**src/rtl/pipe_ctrl_gen_if.sv**
```systemverilog
// Pipeline-control bus: stall requests and redirects in, stall/flush/status out.
interface pipe_ctrl_gen_if #(
  parameter int STAGES = 6,
  parameter int NREQ   = 4,
  parameter int CNT_W  = 32
);
  logic [NREQ-1:0]   stall_req;
  logic              excp_req;
  logic [31:0]       excp_pc;
  logic              wdog_clr;
  logic              perf_clr;
  logic [STAGES-1:0] stall;
  logic              flush;
  logic [31:0]       new_pc;
  logic              stall_timeout;
  logic [CNT_W-1:0]  stall_cnt;

  // Pipeline side: raises requests, consumes stall/flush.
  modport master (
    output stall_req, excp_req, excp_pc, wdog_clr, perf_clr,
    input  stall, flush, new_pc, stall_timeout, stall_cnt
  );

  // Controller side.
  modport slave (
    input  stall_req, excp_req, excp_pc, wdog_clr, perf_clr,
    output stall, flush, new_pc, stall_timeout, stall_cnt
  );
endinterface

```
**src/rtl/pipe_ctrl_gen.sv**
```systemverilog
// Pipeline control: merges masked stall requests, sequences redirect flushes,
// watches for stuck stalls and counts stalled cycles.

// One requester's contribution to the stall vector.
module pipe_ctrl_req_mask #(
  parameter int                STAGES = 6,
  parameter logic [STAGES-1:0] MASK   = '0
) (
  input  logic              req,
  output logic [STAGES-1:0] term
);
  assign term = req ? MASK : '0;
endmodule

module pipe_ctrl_gen #(
  parameter int                     STAGES       = 6,
  parameter int                     NREQ         = 4,
  parameter logic [NREQ*STAGES-1:0] REQ_MASKS    = {6'b111111, 6'b011111, 6'b001111, 6'b000111},
  parameter int                     FLUSH_CYCLES = 2,
  parameter int                     WDOG_LIMIT   = 1024,
  parameter int                     CNT_W        = 32
) (
  input logic           clk,
  input logic           resetn,
  pipe_ctrl_gen_if.slave bus
);
  localparam int FC_W = (FLUSH_CYCLES > 1) ? $clog2(FLUSH_CYCLES) : 1;

  typedef enum logic {IDLE, FLUSH} state_t;

  state_t                       state, state_nx;
  logic [FC_W-1:0]              fcnt, fcnt_nx;
  logic [31:0]                  pc_q, pc_nx;
  logic [NREQ-1:0][STAGES-1:0]  terms;
  logic [STAGES-1:0]            raw;
  logic [STAGES-1:0]            stall;
  logic [CNT_W-1:0]             scnt;

  for (genvar i = 0; i < NREQ; i++) begin : g_req
    pipe_ctrl_req_mask #(
      .STAGES (STAGES),
      .MASK   (REQ_MASKS[i*STAGES +: STAGES])
    ) u_mask (
      .req  (bus.stall_req[i]),
      .term (terms[i])
    );
  end

  // OR all requester terms into the raw stall vector.
  always_comb begin
    raw = '0;
    for (int i = 0; i < NREQ; i++) raw = raw | terms[i];
  end

  // Stalls are suppressed while the pipe is being flushed.
  assign stall = (state == FLUSH) ? '0 : raw;

  // Redirect FSM registers.
  always_ff @(posedge clk or negedge resetn) begin
    if (!resetn) begin
      state <= IDLE;
      fcnt  <= '0;
      pc_q  <= '0;
    end else begin
      state <= state_nx;
      fcnt  <= fcnt_nx;
      pc_q  <= pc_nx;
    end
  end

  // Next state: a redirect is only accepted from IDLE; flush length is fixed.
  always_comb begin
    state_nx = state;
    fcnt_nx  = fcnt;
    pc_nx    = pc_q;
    case (state)
      IDLE: if (bus.excp_req) begin
        state_nx = FLUSH;
        fcnt_nx  = FC_W'(FLUSH_CYCLES - 1);
        pc_nx    = bus.excp_pc;
      end
      FLUSH: begin
        if (fcnt == '0) state_nx = IDLE;
        else            fcnt_nx  = fcnt - 1'b1;
      end
      default: state_nx = IDLE;
    endcase
  end

  // Saturating count of cycles where the stall output is active; clear wins.
  always_ff @(posedge clk or negedge resetn) begin
    if (!resetn)                 scnt <= '0;
    else if (bus.perf_clr)       scnt <= '0;
    else if (|stall && !(&scnt)) scnt <= scnt + 1'b1;
  end

  if (WDOG_LIMIT > 0) begin : g_wdog
    localparam int WD_W = $clog2(WDOG_LIMIT + 1);
    logic [WD_W-1:0] wd_cnt;
    logic            wd_to;
    logic            wd_act;

    assign wd_act = (state == IDLE) && (|raw);

    // Consecutive-stall counter; timeout is sticky until cleared, clear wins.
    always_ff @(posedge clk or negedge resetn) begin
      if (!resetn) begin
        wd_cnt <= '0;
        wd_to  <= 1'b0;
      end else if (bus.wdog_clr) begin
        wd_cnt <= '0;
        wd_to  <= 1'b0;
      end else if (!wd_act) begin
        wd_cnt <= '0;
      end else begin
        if (wd_cnt != WD_W'(WDOG_LIMIT))      wd_cnt <= wd_cnt + 1'b1;
        if (wd_cnt >= WD_W'(WDOG_LIMIT - 1)) wd_to  <= 1'b1;
      end
    end

    assign bus.stall_timeout = wd_to;
  end else begin : g_no_wdog
    assign bus.stall_timeout = 1'b0;
  end

  assign bus.stall     = stall;
  assign bus.flush     = (state == FLUSH);
  assign bus.new_pc    = pc_q;
  assign bus.stall_cnt = scnt;
endmodule

```
**src/flat_wrapper.sv**
```systemverilog
// flat-port wrapper written by rule: the top's interface ports become plain ports
module pipe_ctrl_gen_flat 
#(
  parameter int                     STAGES       = 6,
  parameter int                     NREQ         = 4,
  parameter logic [NREQ*STAGES-1:0] REQ_MASKS    = {6'b111111, 6'b011111, 6'b001111, 6'b000111},
  parameter int                     FLUSH_CYCLES = 2,
  parameter int                     WDOG_LIMIT   = 1024,
  parameter int                     CNT_W        = 32
)
  (clk, resetn, bus_stall_req, bus_excp_req, bus_excp_pc, bus_wdog_clr, bus_perf_clr, bus_stall, bus_flush, bus_new_pc, bus_stall_timeout, bus_stall_cnt);
  pipe_ctrl_gen_if #(.STAGES(STAGES), .NREQ(NREQ), .CNT_W(CNT_W)) bus_i ();
  input logic clk;
  input logic resetn;
  input wire logic [$bits(bus_i.stall_req)-1:0] bus_stall_req;
  input wire logic [$bits(bus_i.excp_req)-1:0] bus_excp_req;
  input wire logic [$bits(bus_i.excp_pc)-1:0] bus_excp_pc;
  input wire logic [$bits(bus_i.wdog_clr)-1:0] bus_wdog_clr;
  input wire logic [$bits(bus_i.perf_clr)-1:0] bus_perf_clr;
  output wire logic [$bits(bus_i.stall)-1:0] bus_stall;
  output wire logic [$bits(bus_i.flush)-1:0] bus_flush;
  output wire logic [$bits(bus_i.new_pc)-1:0] bus_new_pc;
  output wire logic [$bits(bus_i.stall_timeout)-1:0] bus_stall_timeout;
  output wire logic [$bits(bus_i.stall_cnt)-1:0] bus_stall_cnt;
  assign bus_i.stall_req = bus_stall_req;
  assign bus_i.excp_req = bus_excp_req;
  assign bus_i.excp_pc = bus_excp_pc;
  assign bus_i.wdog_clr = bus_wdog_clr;
  assign bus_i.perf_clr = bus_perf_clr;
  assign bus_stall = bus_i.stall;
  assign bus_flush = bus_i.flush;
  assign bus_new_pc = bus_i.new_pc;
  assign bus_stall_timeout = bus_i.stall_timeout;
  assign bus_stall_cnt = bus_i.stall_cnt;
  pipe_ctrl_gen #(.STAGES(STAGES), .NREQ(NREQ), .REQ_MASKS(REQ_MASKS), .FLUSH_CYCLES(FLUSH_CYCLES), .WDOG_LIMIT(WDOG_LIMIT), .CNT_W(CNT_W)) u_core (.clk(clk), .resetn(resetn), .bus(bus_i));
endmodule
```
**config.mk**
```make
export PLATFORM = sky130hd
export DESIGN_NAME = pipe_ctrl_gen_flat
export DESIGN_NICKNAME = d
export VERILOG_FILES = /design/src/rtl/pipe_ctrl_gen_if.sv /design/src/rtl/pipe_ctrl_gen.sv /design/src/flat_wrapper.sv
export SDC_FILE = /design/constraint.sdc
export NUM_CORES = 1
export LEC_CHECK = 0
export ABC_AREA = 1
export CORE_MARGIN = 3
export CORE_UTILIZATION = 45
export DETAILED_ROUTE_END_ITERATION = 7
export PLACE_DENSITY_LB_ADDON = 0.3
export REMOVE_ABC_BUFFERS = 1
export SLEW_MARGIN = 0
export SYNTH_ARGS = -nofsm -noshare
export SYNTH_HDL_FRONTEND = slang
export SYNTH_HIERARCHICAL = 1
export SYNTH_SLANG_ARGS = --single-unit
```
**constraint.sdc**
```tcl
create_clock -name clk -period 2.35 [get_ports clk]
set_input_delay 0.47 -clock clk [delete_from_list [all_inputs] [get_ports clk]]
set_output_delay 0.47 -clock clk [all_outputs]
set_load 0.02 [all_outputs]
```
[Yosys cells after proc, flatten, opt, wreduce, memory -nomap -nowiden]
Index checks and enable logic that the tools add are counted.
Storage, ports and cells
  logic and storage cells: 47
  bits of input ports: 41
  output and inout port bits: 72
  flip-flop bits (word level): 78
Cells by class
  reduce and logical (&&, ||, !) cells: 11
  bitwise logic cells: 4
  add/sub/neg operators: 3
  order comparisons: 1
  mux-type cells: 19
  equality and inequality tests: 3
Operators by type and width (number)
  32-bit two-way mux: 2
  11-bit two-way mux: 3
  32-bit by 1-bit adder with 32-bit output (second input constant): 1
  32-bit AND reduction: 1
  6-bit OR: 3
  6-bit two-way mux: 2
  6-bit OR reduction: 2
  11-bit by 1-bit adder with 11-bit output (second input constant): 1
  11-bit by 10-bit greater-or-equal comparator with 1-bit output (second input constant): 1
  11-bit != test (second input constant): 1
  1-bit two-way mux: 7
  2-bit nonzero test: 3
  5-bit two-way mux: 1
  4-bit two-way mux: 1
  1-bit case mux with 2 select lines: 2
  2-bit AND reduction: 2
  3-bit two-way mux: 1
  3-bit != test (second input constant): 1
  1-bit logical AND: 2
  2-bit != test (second input constant): 1
  1-bit logical NOT: 1
  1-bit inverter: 1
  1-bit subtractor (second input constant): 1

[Longest topological paths before layout]
  word-level depth: 9
  gate-level depth with buffers: 12
  depth with buffers taken out: 11

[By module]
The synthesis kept the hierarchy.
Modules (own cells, without submodules)
  pipe_ctrl_gen: area each 4345.4 µm², instances 1, seq. area each 1951.9 µm², cells each 576
  pipe_ctrl_req_mask (u_core.g_req[0].u_mask ...): area each 48.8 µm², instances 3, seq. area each 0.0 µm², cells each 7
  pipe_ctrl_req_mask (u_core.g_req[3].u_mask): area each 45.0 µm², instances 1, seq. area each 0.0 µm², cells each 6

[Worst setup path before layout]
Ideal clock, no wire load.
  kind: register -> register
  from: register u_core.scnt[1], in the netlist u_core/bus.stall_cnt[1]
  to: register u_core.scnt[28], in the netlist u_core/bus.stall_cnt[28]
  cell stages (with the launch flop): 13
  clock period less this slack: 1.836 ns
  slack: 0.514 ns
  data required time: 2.233 ns
  path buffers: 2
  arrival: 1.719 ns
  cells stage by stage: dfrtp_1 > ha_1 > inv_1 > nor2_4 > nand2_4 > nor2_4 > nand2_2 > nand3_4 > nand2_2 > buf_6 > buf_6 > nand2_1 > nand2_1
Between the ends
  cells in the longest elaborated chain, start to end: 4
  elaborated cells on any way between the ends: 7
  classes of those cells: add/sub (1); mux (2); reduce/logical (4)
Ends and longest elaborated chain
  start, declared: RTL line pipe_ctrl_gen.sv:37  | logic [CNT_W-1:0] scnt;
  start signal, assigned: RTL line pipe_ctrl_gen.sv:94  | else if (|stall && !(&scnt)) scnt <= scnt + 1'b1;
  branches (longest 4 deep; another with 32-bit by 1-bit adder with 32-bit output)
Parallel ways; which one is timed is not known. The select of a mux whose other input is x is not followed.
A chain may end at the register's enable or synchronous reset.

[Final worst setup path]
  from: input bus_stall_req[3]
  to: output bus_stall[4]
Between the ends
  cells in the longest elaborated chain, start to end: 3
Ends and longest elaborated chain
  start, declared: RTL line flat_wrapper.sv:15  | input wire logic [$bits(bus_i.stall_req)-1:0] bus_stall_req;
  6-bit two-way mux: RTL line pipe_ctrl_gen.sv:12  | assign term = req ? MASK : '0;
  6-bit OR: RTL line pipe_ctrl_gen.sv:52  | for (int i = 0; i < NREQ; i++) raw = raw | terms[i];
  6-bit two-way mux: RTL line pipe_ctrl_gen.sv:56  | assign stall = (state == FLUSH) ? '0 : raw;
  end, declared: RTL line flat_wrapper.sv:20  | output wire logic [$bits(bus_i.stall)-1:0] bus_stall;
No other way between the ends.

==> reports/metrics.cfg <==
[layout]
drive_gt1_share_pct = 9.67
synthToLayoutAreaGrowth_pct = 29.2
final_nets = 742
diodes = 0

[timing]
hold_violations = 0
rsz0062_at_grt = no
setup_violations = 0
fin_ws_ps = 244
fmax_ghz = 0.475
fin_crit_sh_pct = 89.6
min_period_ps = 2110
final-max-slew-violation-count = 0
holdWs_ps = 81.2
finalClockSkew_ps = 12.1
worst_pin_slew_ps = 540
slew_headroom_pct = 64.0

[setup_path]
crit_arrival_ps = 1640
crit_path_start_kind = input port
critPathBufInv = 2
cpPeakStageDelay_ps = 570
path_cells = clkdlybuf4s50_1, nor2_1, a21oi_1, dlygate4sd2_1
crit_family = buffers and inverters
worstPathRequired_ps = 1880
r2r_end = u_core/bus.stall_cnt[22]
path_max_fanout = 6
rrSetupSlack_ps = 460
reg2reg_from = u_core/bus.stall_cnt[1]
end_kind = primary output
crit_slowest_cell = clkdlybuf4s50_1
crit_type = in2out
r2r_cells = 11

[synth]
synth-async-reset-ratio_pct = 100
syn_avg_cell_area_um2 = 7.52
yosys-top-cells-area = dfrtp_1, nand2_1, nor2_1, mux2_2, nand3_1
yosys.area.top_type = dfrtp_1
ys_seq_elements = 78
synth.distinct_cells = 28
synth.cell_area_um2 = 4540
synth_top_area_share_pct = 43.0
postSynthCellCount = 603
synth_edf_count = 0
yosys_warnings = 6
synth_seq_area_share_pct = 43.0
synth_top_flop_cell = dfrtp_1

[global_routing]
grt_first_pass_wirelength_mm = 19.0
grt_pass1_vias = 4054
grt_max_degree = 43
antenna_found_initial = 0
grt_remaining_overflow = 0
grt_use_total_pct = 20.8

[clocking]
ctsHtreeMaxLevel = 3
clock_sinks = 78
clockRootBuffer = clkbuf_8
clk_pin_slew_ps = 90
clk_path_buf_depth = 2
insertion_delay_ps = 360
cts_tree = built
holdBufCountCts = 0
numCtsBuffers = 9

[placement]
dp_hpwl_mm = 8.29
gp_congestion = 0.939
post-place-ws_ps = -37.8
port_buffers = 112

[outcome]
status = completed

[floorplanning]
dieHeight_um = 106
io_pins = 113
die_width_um = 106
core_region_area_um2 = 9770
die_area_um2 = 11300
row_count = 36
start_util_pct = 46.4

[route]
first_pass_iters = 4
drt-total-wl_mm = 11.0
ant_nets = 0
drc = 0
vias = 4033
viasPerCell = 4.82
wire_per_inst_um = 13.2
drtIter0Drc = 115

[min_path]
hold_path.class = in2async

[pwr]
vdd_ir_drop_max_mv = 0.625
powerDensity_nw_per_um2 = 847
leakage_uw = 0.00259

[flow_run]
drv_cap = 0

cell type report:
class | count | area, um^2
Fill cell | 916 | 3910
Multi-Input combinational cell | 442 | 2160
Sequential cell | 78 | 1950
Timing Repair Buffer | 122 | 1230
Inverter | 45 | 169
Tap cell | 133 | 166
Clock buffer | 9 | 124
Clock inverter | 7 | 62.6
logic make-up (layout without fill, tap and decap cells):
kind of cell	after synthesis	count (layout)	synth area share, %
compound gates	20	20	2.23
xor+xnor	16	16	3.09
fa+ha+maj	3	3	0.827
buf+inv	86	183	9.62
flops	78	78	43.0
mux	32	32	7.94
other cells	3	6	0.248
simple gates	365	365	33.0
sequential cells by signal, summed over array words and instances, names as in the netlist:
signal                    flops
u_core/bus.flush              1
u_core/fcnt                   1
u_core/bus.new_pc            32
u_core/g_wdog.wd_cnt         11
u_core/bus.stall_cnt         32
u_core/bus.stall_timeout      1
synth_stat cells (6+ instances only):
cell type / instances
buf_4: 24
buf_2: 7
a21oi_1: 9
nor2_1: 116
xor2_1: 10
clkbuf_1: 6
mux2_2: 32
xnor2_1: 6
o21ai_0: 10
nand3_1: 50
nand2_1: 185
dfrtp_1: 78
inv_1: 44
per-layer routing:
| layer | global-route usage, % | wire length [um] | up-vias |
|---|---|---|---|
| met4 | 6.58 | 144 | 0 |
| met3 | 7.29 | 1000 | 11 |
| met5 | 0 | 0 | - |
| li1 | - | - | 2045 |
| met2 | 35.5 | 5390 | 113 |
| met1 | 24.6 | 4470 | 1864 |
per-stage QoR:
step	TNS (ps)	utilization, %	cell area [um^2]	power, uW	cells
2_1_floorplan	0	-	4280	2920	565
3_3_place_gp	-42.5	58.1	5680	4010	820
3_5_place_dp	-115	58.1	5680	4060	820
4_1_cts	0	59.9	5860	5030	836
5_1_grt	0	60.0	5860	5260	836
6_report	0	60.0	5860	4960	836
cell usage in the layout (no fill, tap or decap), types with 2 or more instances in the layout:
cell and instances:
nand2_1 185, nor2_1 116, clkdlybuf4s50_1 105, dfrtp_1 78, nand3_1 50, inv_1 44, mux2_2 32, o21ai_0 10
xor2_1 10, clkbuf_8 9, a21oi_1 9, buf_4 8, xnor2_1 6, conb_1 6, dlygate4sd2_1 5, inv_6 4
nand2_2 3, nor3b_1 3, ha_1 3, buf_12 3, nor2_4 2
worst register-to-register path: cells and delay by family, from the launching register on:
kind | cells | cell delay (ps)
buffers and inverters | 1 | 110
flip-flops | 1 | 430
adder cells (fa/ha/maj) | 1 | 230
AND/OR/NAND/NOR | 9 | 1060
repair_timing:
action	4_1_cts	5_1_grt
cloned	0	0
endpoints found under the hold margin	0	0
setup buffers	0	0
resized for setup	5	1
endpoints found under the setup margin	5	1
report_power, final:
part	internal (uW)	switching, uW
logic	1030	1080
clock network	408	574
registers	1670	207
worst max path at each step:
stage	from	to	slack, ps	cells past startpoint
6_report	bus_stall_req[3]	bus_stall[4]	240	4
4_1_cts	bus_stall_req[3]	bus_stall[2]	2	4
3_5_place_dp	bus_stall_req[3]	bus_stall[3]	-40	4
2_1_floorplan	u_core/bus.stall_cnt[1]	u_core/bus.stall_cnt[11]	300	10
5_1_grt	bus_stall_req[3]	bus_stall[4]	150	4
3_3_place_gp	bus_stall_req[3]	bus_stall[1]	-20	4
Note: power is estimated with default switching activity, not from simulation.
